### src/rtl/uart_bus_responder.sv
// Memory-mapped UART responder: two RX operand bytes, one TX byte, CON/irq.
// Define UART_PARITY_EN for 8E1 framing (even parity bit on TX and RX).
`timescale 1ns/1ps
module uart_bus_responder #(
  parameter int unsigned CLKS_PER_BIT = 5208,
  parameter logic [31:0] BASE_ADDR    = 32'h4000_0018
) (
  input  logic        clk,
  input  logic        reset,
  input  logic [31:0] addr,
  input  logic        mem_read,
  input  logic        mem_write,
  input  logic [31:0] wdata,
  output logic [31:0] rdata,
  input  logic        rx,
  output logic        tx,
  output logic        irq
);

  localparam int CW = $clog2(CLKS_PER_BIT);
  localparam logic [CW-1:0] BIT_MAX  = CW'(CLKS_PER_BIT - 1);
  localparam logic [CW-1:0] HALF_MAX = CW'(CLKS_PER_BIT / 2 - 1);
  localparam logic [CW-1:0] ONE      = CW'(1);

  typedef enum logic [2:0] {
    S_IDLE, S_START, S_DATA, S_PAR, S_STOP
  } state_e;

  logic [29:0] off;
  logic        in_win, we_txd, we_con;
  logic        unused;

  assign off    = addr[31:2] - BASE_ADDR[31:2];
  assign in_win = (off[29:2] == 28'd0);
  assign we_txd = mem_write & in_win & (off[1:0] == 2'd2);
  assign we_con = mem_write & in_win & (off[1:0] == 2'd3);
  assign unused = ^{addr[1:0], wdata[31:8], wdata[2]};

  logic [7:0] op1_q, op1_d, op2_q, op2_d;
  logic       ready_q, ready_d, irqen_q, irqen_d;
  logic       err_q, err_d, ptr_q, ptr_d, irq_q;
  logic       tx_busy;

  always_comb begin
    rdata = '0;
    if (mem_read && in_win) begin
      unique case (off[1:0])
        2'd0: rdata = {24'b0, op1_q};
        2'd1: rdata = {24'b0, op2_q};
        2'd2: rdata = '0;
        2'd3: rdata = {28'b0, err_q, tx_busy,
                       irqen_q, ready_q};
      endcase
    end
  end

  // RX: 2-flop synchroniser plus one more stage for edge detect
  logic rx_s1_q, rx_s2_q, rx_prev_q;

  always_ff @(posedge clk or posedge reset) begin
    if (reset) begin
      rx_s1_q   <= 1'b1;
      rx_s2_q   <= 1'b1;
      rx_prev_q <= 1'b1;
    end else begin
      rx_s1_q   <= rx;
      rx_s2_q   <= rx_s1_q;
      rx_prev_q <= rx_s2_q;
    end
  end

  state_e          rs_q, rs_d;
  logic [CW-1:0]   rcnt_q, rcnt_d;
  logic [2:0]      rbit_q, rbit_d;
  logic [7:0]      rsh_q, rsh_d;
  logic            rpar_q, rpar_d;
  logic            rx_done, rx_bad;

  always_comb begin
    rs_d    = rs_q;
    rcnt_d  = rcnt_q;
    rbit_d  = rbit_q;
    rsh_d   = rsh_q;
    rpar_d  = rpar_q;
    rx_done = 1'b0;
    rx_bad  = 1'b0;
    unique case (rs_q)
      S_IDLE: begin
        if (rx_prev_q && !rx_s2_q) begin
          rs_d   = S_START;
          rcnt_d = HALF_MAX;
          rpar_d = 1'b0;
        end
      end
      S_START: begin
        if (rcnt_q == '0) begin
          if (rx_s2_q) begin
            rs_d = S_IDLE;
          end else begin
            rs_d   = S_DATA;
            rcnt_d = BIT_MAX;
            rbit_d = 3'd0;
          end
        end else begin
          rcnt_d = rcnt_q - ONE;
        end
      end
      S_DATA: begin
        if (rcnt_q == '0) begin
          rsh_d  = {rx_s2_q, rsh_q[7:1]};
          rcnt_d = BIT_MAX;
          if (rbit_q == 3'd7) begin
`ifdef UART_PARITY_EN
            rs_d = S_PAR;
`else
            rs_d = S_STOP;
`endif
          end else begin
            rbit_d = rbit_q + 3'd1;
          end
        end else begin
          rcnt_d = rcnt_q - ONE;
        end
      end
      S_PAR: begin
        if (rcnt_q == '0) begin
          rpar_d = rx_s2_q ^ (^rsh_q);
          rs_d   = S_STOP;
          rcnt_d = BIT_MAX;
        end else begin
          rcnt_d = rcnt_q - ONE;
        end
      end
      S_STOP: begin
        if (rcnt_q == '0) begin
          rs_d    = S_IDLE;
          rx_done = rx_s2_q & ~rpar_q;
          rx_bad  = ~(rx_s2_q & ~rpar_q);
        end else begin
          rcnt_d = rcnt_q - ONE;
        end
      end
      default: rs_d = S_IDLE;
    endcase
  end

  state_e        ts_q, ts_d;
  logic [CW-1:0] tcnt_q, tcnt_d;
  logic [2:0]    tbit_q, tbit_d;
  logic [7:0]    tsh_q, tsh_d;
  logic          tx_q, tx_d;

  assign tx_busy = (ts_q != S_IDLE);

  // tx_d is the line level for the state being entered
  always_comb begin
    ts_d   = ts_q;
    tcnt_d = tcnt_q;
    tbit_d = tbit_q;
    tsh_d  = tsh_q;
    tx_d   = tx_q;
    unique case (ts_q)
      S_IDLE: begin
        if (we_txd) begin
          tsh_d  = wdata[7:0];
          ts_d   = S_START;
          tcnt_d = BIT_MAX;
          tx_d   = 1'b0;
        end
      end
      S_START: begin
        if (tcnt_q == '0) begin
          ts_d   = S_DATA;
          tcnt_d = BIT_MAX;
          tbit_d = 3'd0;
          tx_d   = tsh_q[0];
        end else begin
          tcnt_d = tcnt_q - ONE;
        end
      end
      S_DATA: begin
        if (tcnt_q == '0) begin
          tcnt_d = BIT_MAX;
          if (tbit_q == 3'd7) begin
`ifdef UART_PARITY_EN
            ts_d = S_PAR;
            tx_d = ^tsh_q;
`else
            ts_d = S_STOP;
            tx_d = 1'b1;
`endif
          end else begin
            tbit_d = tbit_q + 3'd1;
            tx_d   = tsh_q[tbit_q + 3'd1];
          end
        end else begin
          tcnt_d = tcnt_q - ONE;
        end
      end
      S_PAR: begin
        if (tcnt_q == '0) begin
          ts_d   = S_STOP;
          tcnt_d = BIT_MAX;
          tx_d   = 1'b1;
        end else begin
          tcnt_d = tcnt_q - ONE;
        end
      end
      S_STOP: begin
        if (tcnt_q == '0) begin
          ts_d = S_IDLE;
          tx_d = 1'b1;
        end else begin
          tcnt_d = tcnt_q - ONE;
        end
      end
      default: ts_d = S_IDLE;
    endcase
  end

  // Software writes first so hardware sets win on the same edge
  always_comb begin
    op1_d   = op1_q;
    op2_d   = op2_q;
    ready_d = ready_q;
    irqen_d = irqen_q;
    err_d   = err_q;
    ptr_d   = ptr_q;
    if (we_con) begin
      irqen_d = wdata[1];
      if (!wdata[0]) ready_d = 1'b0;
      if (!wdata[3]) err_d = 1'b0;
    end
    if (rx_bad) err_d = 1'b1;
    if (rx_done) begin
      if (ready_q) begin
        err_d = 1'b1;
      end else if (!ptr_q) begin
        op1_d = rsh_q;
        ptr_d = 1'b1;
      end else begin
        op2_d   = rsh_q;
        ptr_d   = 1'b0;
        ready_d = 1'b1;
      end
    end
  end

  always_ff @(posedge clk or posedge reset) begin
    if (reset) begin
      rs_q    <= S_IDLE;
      rcnt_q  <= '0;
      rbit_q  <= '0;
      rsh_q   <= '0;
      rpar_q  <= 1'b0;
      ts_q    <= S_IDLE;
      tcnt_q  <= '0;
      tbit_q  <= '0;
      tsh_q   <= '0;
      tx_q    <= 1'b1;
      op1_q   <= '0;
      op2_q   <= '0;
      ready_q <= 1'b0;
      irqen_q <= 1'b0;
      err_q   <= 1'b0;
      ptr_q   <= 1'b0;
      irq_q   <= 1'b0;
    end else begin
      rs_q    <= rs_d;
      rcnt_q  <= rcnt_d;
      rbit_q  <= rbit_d;
      rsh_q   <= rsh_d;
      rpar_q  <= rpar_d;
      ts_q    <= ts_d;
      tcnt_q  <= tcnt_d;
      tbit_q  <= tbit_d;
      tsh_q   <= tsh_d;
      tx_q    <= tx_d;
      op1_q   <= op1_d;
      op2_q   <= op2_d;
      ready_q <= ready_d;
      irqen_q <= irqen_d;
      err_q   <= err_d;
      ptr_q   <= ptr_d;
      irq_q   <= ready_q & irqen_q;
    end
  end

  assign tx  = tx_q;
  assign irq = irq_q;

endmodule

### config.mk
export PLATFORM = sky130hd
export DESIGN_NAME = uart_bus_responder
export DESIGN_NICKNAME = d
export VERILOG_FILES = /design/src/rtl/uart_bus_responder.sv
export SDC_FILE = /design/constraint.sdc
export NUM_CORES = 1
export LEC_CHECK = 0
export BUFFER_PORTS_ARGS = -buffer_cell sky130_fd_sc_hd__buf_2
export CORE_UTILIZATION = 40
export CTS_BUF_LIST = sky130_fd_sc_hd__clkbuf_8
export DETAILED_ROUTE_END_ITERATION = 12
export HOLD_SLACK_MARGIN = 0.03
export PLACE_DENSITY = 0.62
export SLEW_MARGIN = 20
export SYNTH_ARGS = -nofsm -noshare
export SYNTH_HDL_FRONTEND = slang
export SYNTH_SLANG_ARGS = --single-unit
### constraint.sdc
create_clock -name clk -period 5.6 [get_ports clk]
set_input_delay 1.68 -clock clk [delete_from_list [all_inputs] [get_ports clk]]
set_output_delay 1.68 -clock clk [all_outputs]
set_load 0.05 [all_outputs]
* Word-level counts from Yosys, hierarchy flattened
Cells that the tools add are included.
** Operators by class
- $add $sub $neg :: 5
- Muxes and demuxes :: 61
- Eq/ne operators :: 32
- Bitwise operators :: 10
- Div/mod/pow operators :: 0
- Multiply operators :: 0
- $lt $le $gt $ge :: 1
- Shift operators :: 0
- Reduce and logical (&&, ||, !) cells :: 33
** Operator list (count)
- case mux 32 bit (4 select lines) :: 1
- 2-to-1 mux 13 bit :: 8
- 2-to-1 mux 3 bit :: 18
- case mux 13 bit (4 select lines) :: 1
- case mux 13 bit (3 select lines) :: 1
- inequality test 2 bit, second input constant :: 17
- 2-to-1 mux 32 bit :: 1
- case mux 3 bit (5 select lines) :: 2
- subtractor 30 x 29 -> 30 bit, second input constant :: 1
- logical NOT 28 bit :: 1
- logical NOT 13 bit :: 2
- subtractor 13 x 1 -> 13 bit, second input constant :: 2
- 2-to-1 mux 1 bit :: 23
- == test 3 x 2 -> 1 bit, second input constant :: 4
- == test 3 bit, second input constant :: 4
- case mux 3 bit (2 select lines) :: 2
- AND reduction 3 bit :: 4
- AND reduction 6 bit :: 2
- AND reduction 5 bit :: 2
- AND reduction 4 bit :: 2
- nonzero test 4 bit :: 2
- XOR reduction 8 bit :: 1
- adder 3 x 1 -> 3 bit, second input constant :: 2
- == test 3 x 1 -> 1 bit, second input constant :: 2
- other kinds (21) :: 37
** Storage, ports and cells
- Memories kept :: 0
- Bits in writable memories :: 0
- Latch bits :: 0
- Bits in read-only memories :: 0
- Input bits :: 69
- Register bits after elaboration :: 80
- Output and inout port bits :: 34
- Logic and storage cells :: 162

* Longest topological paths before layout
- Word-level depth :: 8
- Mapped depth :: 12
- Depth with buffers taken out :: 10

* Worst setup path before layout
OpenSTA, ideal clock, no wires.
- Path kind :: input-to-output
- From :: input addr[3]
- To :: output rdata[4]
- Data required time :: 3.920 ns
- Stages on the path :: 9
- Arrival time :: 4.060 ns
- Setup slack :: -0.140 ns
- Cell sequence :: ha_1 -> buf_2 -> nor3_1 -> nand4_1 -> o31ai_1 -> xor2_1 -> nor4_2 -> nand4_1 -> nor2_1
** On the way
- Word-level cells in the longest chain between the ends :: 4
- Elaborated cells on any way between the ends :: 9
- Classes of those cells :: 1 x add/sub; 3 x eq/ne; 2 x mux; 3 x reduce/logical
** RTL lines
- start, declared :: RTL line 10 : input logic [31:0] addr,
- subtractor 30 x 29 -> 30 bit (*) :: RTL line 33 : assign off = addr[31:2] - BASE_ADDR[31:2];
- == test 2 bit (tied with other cells) :: RTL line 47 : unique case (off[1:0])
- case mux 32 bit (4 select lines) or logical AND 1 bit (tied branches) :: RTL line 47, 46
- 2-to-1 mux 32 bit (*) :: RTL line 46 : if (mem_read && in_win) begin
- end, declared :: RTL line 14 : output logic [31:0] rdata,
Mark *: on every way between the ends. The rest lies on a longest branch, timed or not. The select of a mux whose other input is x is not followed.

* Final worst setup path
- From :: input addr[14]
- To :: output rdata[4]
** On the way
- Word-level cells in the longest chain between the ends :: 4
** RTL lines
- subtractor 30 x 29 -> 30 bit :: RTL line 33
- logical NOT 28 bit :: RTL line 34 : assign in_win = (off[29:2] == 28'd0);
- logical AND 1 bit :: RTL line 46
- 2-to-1 mux 32 bit :: RTL line 46
Every way passes these cells.

==> summary.txt <==
Status -> complete, no violations
# diodes -> 0
Skew-Pair Late Insertion Delay -> 360 ps
Core footprint -> 11700 um^2
Crit Path Class -> primary input to output pin
CP Launch Type -> primary input
# H-tree levels -> 3
Synth Area per Inst -> 9.36 um^2
Hold Crit Class -> flip-flop to flip-flop
Via count -> 3993
Hold EP -> rx_s2_q
Final Max Slew Viols -> 0
Fin util -> 0.479
Commonest non-fill, non-tap cell in the layout -> dfrtp_1
Die width -> 112 um
CTS clk-pin slew, worst paths -> 80 ps
First-pass DRT Iterations -> 4
Synth unique cells -> 63
Min Tclk post-route -> 5530 ps
Initial antenna violation count -> 0
Post-Syn Area -> 4880 um^2
Measured slew at the worst slew-check pin -> 968 ps
Mean routed wirelength per cell -> 14.7 um
Largest cells by area after synthesis -> dfrtp_1 39%, mux2_2 6.2%, nor2_1 4.2%
CTS buffer count -> 9
P_leak -> 2.52 nW
Area leader, netlist -> dfrtp_1
Row count -> 39
Setup violations, final -> 0
Unrepaired setup endpoints after global routing -> yes
Worst path arrival time -> 3850 ps
Top cell type's share of synthesized area -> 0.390
Via density -> 5.48
Post-Synthesis Cells -> 521
GRT overflow -> 0
Sequential area share after synthesis -> 0.411
Max Freq -> 181 MHz
Count of hold-fix buffers inserted at cts -> 0
PwrDens -> 257 nW/um^2
Buffers on Ports -> 52
Ys flop type -> dfrtp_1
Hold path startpoint -> rx_s1_q
Starting Density -> 0.418
Die footprint -> 12600 um^2
FFs w/ async S/R, synth -> 1.00
Final worst slack -> 71.5 ps
Total wire length -> 10700 um
CTS Root Cell -> clkbuf_8
Die H -> 112 um
DP HPWL -> 7890 um
Clock Sink Count -> 80
CTS tree -> yes
Clock buffer depth -> 2
Share of cells above drive strength 1 -> 0.237
Io pins -> 103
Synth Warn # -> 0
Area Overhead vs Synth -> 14.6%
Final Hold Vio Count -> 0
Commonest cells after routing, fill and taps aside -> 76 x dfrtp_1, 53 x nor2_1, 50 x nand2_1
GRT Overall Usage -> 0.179
Reg2Reg Capture Point -> op1_q[4]
Critical Path End Type -> output pin
Largest net degree at the start of global routing -> 47
Maximum vdd drop -> 0.147 mV
Post-synth EDFFs -> 0
Reg2Reg Depth -> 4
Period utilization -> 0.987
Hold Path Depth -> 0
CP max FO -> 4
Worst R2R Setup Slack -> 2720 ps
RD Place Congestion -> 0.865
DR iter-0 viols -> 215
# nets final -> 658
Worst slew margin -> 0.350
CP required -> 3920 ps
# DRC -> 0
DRT antenna net count -> 0
Setup Slack @ Placement -> -130 ps
Max_cap viols -> 0
Vias in the first global route -> 3953
Setup Skew -> 14.2 ps
First-pass GRT wire length -> 18400 um
Synth Register Bits -> 80
RR Startpoint -> rcnt_q[3]
registers in the layout, summed over array words and instances, names as in the netlist, 3 cells and up:
signal and count:
ts_q 3, tcnt_q 13, rbit_q 3, op2_q 8, rcnt_q 13, rsh_q 8, rs_q 3, op1_q 8
tbit_q 3, tsh_q 8
report_power, final:
group	switching [mW]	internal, mW	total [mW]
combinational	0.173	0.0989	0.272
sequential	0.0582	0.622	0.680
clock	0.221	0.266	0.486
total	0.452	0.986	1.44
cells in the mapped netlist (3+ instances only):
cell type and n:
nor2_1 54, inv_1 15, a21oi_1 32, nand2_1 50
dfrtp_1 76, nand2b_1 7, nor3_1 23, xor2_1 5
mux2_4 5, xnor2_1 10, a31oi_1 6, o21ai_0 32
buf_4 25, clkbuf_1 12, a211oi_1 3, mux2_2 27
nor4_4 3, mux2i_1 10, a21o_1 4, ha_1 8
nor3b_1 4, nand4_1 9, nor4_1 10, dfstp_2 4
nand3b_1 6, o31ai_1 5, o22ai_1 4, nor2b_1 6
o21a_1 3, nor4_2 3, nand3_1 12, and2_1 7
layout make-up:
type,count,area [um^2]
Fill cell,1098,6070
Timing Repair Buffer,67,422
Sequential cell,80,2010
Clock inverter,6,91.3
Inverter,15,57.6
Clock buffer,10,138
Multi-Input combinational cell,408,2690
Tap cell,143,179
routing by layer:
metal / GRT usage / vias to the layer above / part of all wire
met1: 0.230 / 1932 / 0.46
met5: 0 / - / 0
li1: - / 1953 / -
met2: 0.303 / 87 / 0.49
met4: 0.0587 / 0 / 0.017
met3: 0.0356 / 21 / 0.034
worst max path at each step:
stage | start | endpoint | slack, ps | cells after the start
final | addr[14] | rdata[4] | 70 | 9
after global routing | addr[14] | rdata[7] | -40 | 9
after CTS | addr[15] | rdata[4] | 30 | 9
after detailed placement | addr[3] | rdata[4] | -130 | 9
after global placement | addr[3] | rdata[5] | -110 | 9
after floorplan | addr[3] | rdata[4] | -140 | 9
logic make-up after synthesis:
kind of cell	Yosys count	share of synthesized area
xor+xnor	16	0.0303
flops	80	0.411
fa+ha+maj	10	0.0246
mux	44	0.107
buf+inv	56	0.0677
simple gates	206	0.222
compound gates	108	0.135
other cells	1	0.000769
critical path: stages:
cell     delay [ps]
buf_2           140
nor4_4          330
nand4_1         230
xnor2_1         190
or3_4           340
nor4_4          280
nand4_1         280
nor2_1          200
buf_6           180
metrics by stage:
stage | area [um^2] | setup TNS [ps] | cells | hold slack [ps] | total power [mW]
floorplan | 4960 | -1030 | 544 | 345 | 0.887
finish | 5590 | 0 | 729 | 360 | 1.44
global route | 5590 | -103 | 729 | 367 | 1.51
CTS | 5500 | 0 | 728 | 362 | 1.44
global placement | 5240 | -581 | 712 | 346 | 0.942
detailed placement | 5240 | -676 | 712 | 349 | 0.952
what timing repair did:
item / in CTS / in global routing
setup endpoints to repair: 8 / 8
pin swaps: 4 / 15
buffers inserted: 0 / 1
resized for setup: 9 / 15
(Power assumes the default switching activity.)
